===== src/rtl/instr_fetch_stage_pkg.sv =====
// Shared types and constants for the MIPS-Lite instruction fetch stage.
package instr_fetch_stage_pkg;

   localparam int unsigned DEF_ADD_WIDTH = 32;
   localparam int unsigned DEF_DATA      = 32;
   localparam int unsigned CNT_W         = 32;
   localparam int unsigned PC_STEP       = 4;

   localparam logic [31:0] DEF_BUBBLE_WORD = 32'hFC00_0000;
   localparam logic [5:0]  OPC_HALT        = 6'h11;

   typedef logic [DEF_DATA-1:0] Instruct;

   typedef enum logic [1:0] {
      RUN       = 2'd0,
      HALT_PEND = 2'd1,
      HALTED    = 2'd2
   } fetch_state_e;

   // Event counters stick at all-ones instead of wrapping.
   function automatic logic [CNT_W-1:0] sat_inc(input logic [CNT_W-1:0] v);
      return (v == '1) ? v : v + CNT_W'(1);
   endfunction

endpackage


===== src/rtl/instr_fetch_stage_if_id_reg.sv =====
// IF/ID pipeline register: load a fetched word, hold on stall, or replace with a bubble.
module instr_fetch_stage_if_id_reg
   import instr_fetch_stage_pkg::*;
#(
   parameter int unsigned    ADD_WIDTH   = DEF_ADD_WIDTH,
   parameter int unsigned    DATA        = DEF_DATA,
   parameter logic [DATA-1:0] BUBBLE_WORD = DATA'(DEF_BUBBLE_WORD)
) (
   input  logic                 clock,
   input  logic                 rst,
   input  logic                 load_i,
   input  logic                 bubble_i,
   input  logic [DATA-1:0]      instr_i,
   input  logic [ADD_WIDTH-1:0] pc_i,
   output logic [DATA-1:0]      instr_o,
   output logic [ADD_WIDTH-1:0] pc_o,
   output logic                 valid_o
);

   logic [DATA-1:0]      instr_q;
   logic [ADD_WIDTH-1:0] pc_q;
   logic                 valid_q;

   // A bubble keeps the old pc so decode still sees a stable address.
   always_ff @(posedge clock) begin
      if (rst) begin
         instr_q <= BUBBLE_WORD;
         pc_q    <= '0;
         valid_q <= 1'b0;
      end else if (bubble_i) begin
         instr_q <= BUBBLE_WORD;
         valid_q <= 1'b0;
      end else if (load_i) begin
         instr_q <= instr_i;
         pc_q    <= pc_i;
         valid_q <= 1'b1;
      end
   end

   assign instr_o = instr_q;
   assign pc_o    = pc_q;
   assign valid_o = valid_q;

endmodule


===== src/rtl/instr_fetch_stage.sv =====
// IF stage: owns the PC, fetches from a combinational imem, handles stalls,
// redirects and the HALT shutdown sequence.
module instr_fetch_stage
   import instr_fetch_stage_pkg::*;
#(
   parameter int unsigned          ADD_WIDTH   = DEF_ADD_WIDTH,
   parameter int unsigned          DATA        = DEF_DATA,
   parameter logic [ADD_WIDTH-1:0] RESET_PC    = '0,
   parameter logic [DATA-1:0]      BUBBLE_WORD = DATA'(DEF_BUBBLE_WORD)
) (
   input  logic                 clock,
   input  logic                 rst,
   input  logic                 hazard_detected,
   input  logic                 is_taken,
   input  logic [ADD_WIDTH-1:0] branch_target,
   input  logic                 halt_commit,
   output logic [ADD_WIDTH-1:0] imem_addr,
   output logic                 imem_rd_en,
   input  logic [DATA-1:0]      imem_rdata,
   output logic [DATA-1:0]      instr_o,
   output logic [ADD_WIDTH-1:0] pc_o,
   output logic                 valid_o,
   output logic                 fetch_halted,
   output logic [CNT_W-1:0]     fetch_count,
   output logic [CNT_W-1:0]     stall_count,
   output logic [CNT_W-1:0]     flush_count
);

   fetch_state_e         state_q, state_d;
   logic [ADD_WIDTH-1:0] pc_q, pc_d;
   logic [CNT_W-1:0]     fetch_cnt_q, fetch_cnt_d;
   logic [CNT_W-1:0]     stall_cnt_q, stall_cnt_d;
   logic [CNT_W-1:0]     flush_cnt_q, flush_cnt_d;
   logic                 ifid_load;
   logic                 ifid_bubble;
   logic                 is_halt_word;

   assign is_halt_word = (imem_rdata[DATA-1 -: 6] == OPC_HALT);

   // Priority: redirect, then stall, then the per-state action. HALTED ignores everything.
   always_comb begin
      state_d     = state_q;
      pc_d        = pc_q;
      fetch_cnt_d = fetch_cnt_q;
      stall_cnt_d = stall_cnt_q;
      flush_cnt_d = flush_cnt_q;
      ifid_load   = 1'b0;
      ifid_bubble = (state_q == HALTED);

      if (state_q != HALTED) begin
         if (is_taken) begin
            pc_d        = branch_target & ~ADD_WIDTH'(3);
            ifid_bubble = 1'b1;
            flush_cnt_d = sat_inc(flush_cnt_q);
            state_d     = RUN;
         end else if (hazard_detected) begin
            stall_cnt_d = sat_inc(stall_cnt_q);
            if ((state_q == HALT_PEND) && halt_commit) begin
               state_d = HALTED;
            end
         end else if (state_q == RUN) begin
            ifid_load   = 1'b1;
            fetch_cnt_d = sat_inc(fetch_cnt_q);
            if (is_halt_word) begin
               state_d = HALT_PEND;
            end else begin
               pc_d = pc_q + ADD_WIDTH'(PC_STEP);
            end
         end else begin
            ifid_bubble = 1'b1;
            if (halt_commit) begin
               state_d = HALTED;
            end
         end
      end
   end

   always_ff @(posedge clock) begin
      if (rst) begin
         state_q     <= RUN;
         pc_q        <= RESET_PC;
         fetch_cnt_q <= '0;
         stall_cnt_q <= '0;
         flush_cnt_q <= '0;
      end else begin
         state_q     <= state_d;
         pc_q        <= pc_d;
         fetch_cnt_q <= fetch_cnt_d;
         stall_cnt_q <= stall_cnt_d;
         flush_cnt_q <= flush_cnt_d;
      end
   end

   instr_fetch_stage_if_id_reg #(
      .ADD_WIDTH   (ADD_WIDTH),
      .DATA        (DATA),
      .BUBBLE_WORD (BUBBLE_WORD)
   ) u_if_id (
      .clock    (clock),
      .rst      (rst),
      .load_i   (ifid_load),
      .bubble_i (ifid_bubble),
      .instr_i  (imem_rdata),
      .pc_i     (pc_q),
      .instr_o  (instr_o),
      .pc_o     (pc_o),
      .valid_o  (valid_o)
   );

   assign imem_addr    = {pc_q[ADD_WIDTH-1:2], 2'b00};
   assign imem_rd_en   = (state_q == RUN) && !hazard_detected && !rst;
   assign fetch_halted = (state_q == HALTED);
   assign fetch_count  = fetch_cnt_q;
   assign stall_count  = stall_cnt_q;
   assign flush_count  = flush_cnt_q;

   // A commit with no HALT in flight means the pipeline control is out of step.
   a_commit_needs_halt: assert property (@(posedge clock) disable iff (rst)
      !(halt_commit && (state_q == RUN)))
      else $error("halt_commit received while fetch stage is in RUN");

endmodule


===== config.mk =====
export PLATFORM = sky130hd
export DESIGN_NAME = instr_fetch_stage
export DESIGN_NICKNAME = d
export VERILOG_FILES = /design/src/rtl/instr_fetch_stage_pkg.sv /design/src/rtl/instr_fetch_stage_if_id_reg.sv /design/src/rtl/instr_fetch_stage.sv
export SDC_FILE = /design/constraint.sdc
export NUM_CORES = 1
export LEC_CHECK = 0
export ABC_AREA = 0
export BUFFER_PORTS_ARGS = -buffer_cell sky130_fd_sc_hd__clkbuf_2
export CAP_MARGIN = 20
export CORE_ASPECT_RATIO = 0.9
export CORE_MARGIN = 8
export CORE_UTILIZATION = 45
export DETAILED_ROUTE_END_ITERATION = 6
export MAX_ROUTING_LAYER = met4
export PLACE_DENSITY_LB_ADDON = 0.15
export REMOVE_ABC_BUFFERS = 1
export SYNTH_ARGS = -nofsm -noshare
export SYNTH_HDL_FRONTEND = slang
export SYNTH_SLANG_ARGS = --single-unit

===== constraint.sdc =====
create_clock -name clock -period 4.9 [get_ports clock]
set_input_delay 0.245 -clock clock [delete_from_list [all_inputs] [get_ports clock]]
set_output_delay 0.245 -clock clock [all_outputs]
set_load 0.02 [all_outputs]

==> metrics.cfg <==
[synthesis]
netlist_area_um2 = 9160
yosysUniqueCellTypes = 67
synth_top_area_cell = dfxtp_1
synth_top_area_share_pct = 41.7
synth.area.top_cells = dfxtp_1 42%, a21oi_1 8.5%, nand2_1 8.0%, o21ai_0 3.7%, or3_1 3.3%
postSynthCellCount = 1160
synth_ff_type = dfxtp_1
yosysMostFrequentCell = nand2_1
synth_seq_area_share_pct = 41.7
synth_edf_count = 0
synthArstFlopShare_pct = 0
avgSynthCellArea_um2 = 7.90
synth_seq_cells = 191
ys_warn_count = 0
synth_common_cells = 196 x nand2_1, 191 x dfxtp_1, 155 x a21oi_1

[layout]
drive_above_1_share_pct = 23.9
multi_input_area_um2 = 4990
area_growth_pct = 22.3
seqCellArea_um2 = 3820
fin_area_um2 = 11200
fill_cells = 1988
nNetsFinal = 1453
fin_cells = 1651

[drt]
vias = 9314
avgRoutedWirePerCell_um = 16.9
drt_iter0_markers = 574
firstDrtPassIters = 5
postRouteAntennaNets = 0
drt-vias-per-instance = 5.64
routed_wl_mm = 27.9
drcViolationCount = 0

[grt]
antenna_found_initial = 3
grt_pass1_wl_mm = 44.4
grt_overflow = 0
grt_pass1_vias = 8414
grt_start_max_net_pins = 169
grt_use_total_pct = 22.0

[clock_network]
cts_setup_buffers = 0
root_buffer = clkbuf_16
tritoncts = built
cts_resized = 0
clkTransAtPathRegs_ps = 70
clock_sinks = 191
cts_hold_buf = 3
cts_buffer_depth = 2
htreeDepth = 4
cts_buffers = 17
clk_latency_ps = 440

[place]
dp_cells = 1613
dpl.hpwl_mm = 19.6
port_buffers = 257
post_dp_cell_area_um2 = 10600
place_ws_ps = 1980
place.gp.congestion = 0.833

[timing]
min_period_ps = 2910
maxSlewHeadroom_pct = 32.7
finalHoldViolations = 0
fin_tns_setup_ps = 0
period_share_pct = 59.4
final.setup.worst_slack_ps = 1990
setup_viol = 0
fmaxAchievable_mhz = 344
drv_slew = 0
clock_skew_ps = 13.0
rsz0062_at_grt = no
tightest_slew_ps = 1010

[worst_hold_path]
hp-class = input pin to flip-flop

[pwr]
p_leak_nw = 4.25
ir_drop_mv = 0.211
power.density_nw_per_um2 = 298

[outcome]
outcome = finished, final reports clean

[die]
die_w_um = 166
die_h_um = 151
core_region_area_um2 = 20000
die-area_um2 = 25200
rows = 49
ios = 264
start_util_pct = 45.8

[worst_setup_path]
path_class = flip-flop to flip-flop
worstSetupEndpointType = flip-flop
cp.required_ps = 5230
arrival_ps = 3240
worstSetupStartpointType = flip-flop
path_max_fanout = 25

[flow_run]
drv_cap = 0

kinds of logic (layout without fill, tap and decap cells):
logic type                 after synthesis  in the layout  share of synthesized area, %
and+or+nand+nor                        537            537                          30.3
muxes                                   14             14                          1.63
xor gates and xnor gates                15             15                          1.43
AOI/OAI and AO/OA                      313            313                          20.3
other                                    1              7                        0.0409
buffers and inverters                   85            315                          4.00
adders and majority gates                4              4                         0.546
DFF                                    191            191                          41.7
critical path, stage by stage, from the launching register on:
cell,delay (ps)
dfxtp_1,450
nand4_2,230
nor3_2,530
and4bb_1,740
buf_4,370
nand4b_1,150
mux2_2,330
layout make-up:
type	count	area share, %
antenna	3	0.0670
clock buffer	17	3.80
clock inverter	15	1.57
inverter	12	0.402
multi-input combinational	887	44.6
sequential	191	34.1
tap	255	2.85
timing repair buffer	271	12.6
worst paths after layout:
kind / from / end / slack, ps / cells after the start
setup / recovery: flush_count[8] / flush_count[13] / 1990 / 6
hold reg to reg: u_if_id.instr_o[14] / u_if_id.instr_o[14] / 450 / 2
hold / removal: imem_rdata[3] / u_if_id.instr_o[3] / 30 / 3
setup reg to reg: flush_count[8] / flush_count[13] / 1990 / 6
sequential cells by signal, indices dropped and copies added (netlist names):
name,flops
pc_q,30
state_q,2
stall_count,32
u_if_id.pc_o,30
u_if_id.valid_o,1
u_if_id.instr_o,32
fetch_count,32
flush_count,32
layer usage:
| metal | global-route usage, % | vias to the layer above | routed length, um |
|---|---|---|---|
| li1 | - | 4672 | - |
| met1 | 29.0 | 4348 | 13000 |
| met2 | 33.1 | 271 | 12700 |
| met3 | 5.71 | 23 | 1780 |
| met4 | 5.71 | 0 | 340 |
| met5 | - | - | 0 |
power breakdown:
group | leakage, nW | total [W] | switching (W) | internal [W]
sequential | 1.55 | 0.00163 | 0.0000442 | 0.00158
clock | 0.286 | 0.00143 | 0.000664 | 0.000769
combinational | 2.41 | 0.000274 | 0.000180 | 0.0000939
total | 4.25 | 0.00334 | 0.000888 | 0.00245
placed cells by master (no fill, tap or decap), types with 13 or more instances in the layout:
| master | Yosys | routed |
|---|---|---|
| o21ai_0 | 68 | 67 |
| or3_1 | 49 | 49 |
| a211oi_1 | 13 | 13 |
| a21oi_1 | 155 | 155 |
| o31ai_1 | 22 | 22 |
| clkbuf_2 | 3 | 256 |
| and4_1 | 16 | 16 |
| nand2_1 | 196 | 196 |
| nand4_1 | 34 | 34 |
| and3_1 | 17 | 17 |
| nor4_1 | 14 | 14 |
| dfxtp_1 | 191 | 191 |
| nand3_1 | 60 | 59 |
| nor3_1 | 14 | 14 |
| nor2_1 | 71 | 71 |
| or4_1 | 21 | 21 |
| clkbuf_16 | 0 | 17 |
per-stage QoR:
step / hold slack, ps / total power (W) / util (%)
finish: 25.5 / 0.00334 / 56.0
global route: 4.90 / 0.00348 / 56.0
CTS: 0.519 / 0.00338 / 56.0
detailed placement: 445 / 0.00194 / 52.8
global placement: 441 / 0.00194 / 52.8
floorplan: 314 / 0.00180 / -
No activity file was read; power rests on OpenSTA's default activity.
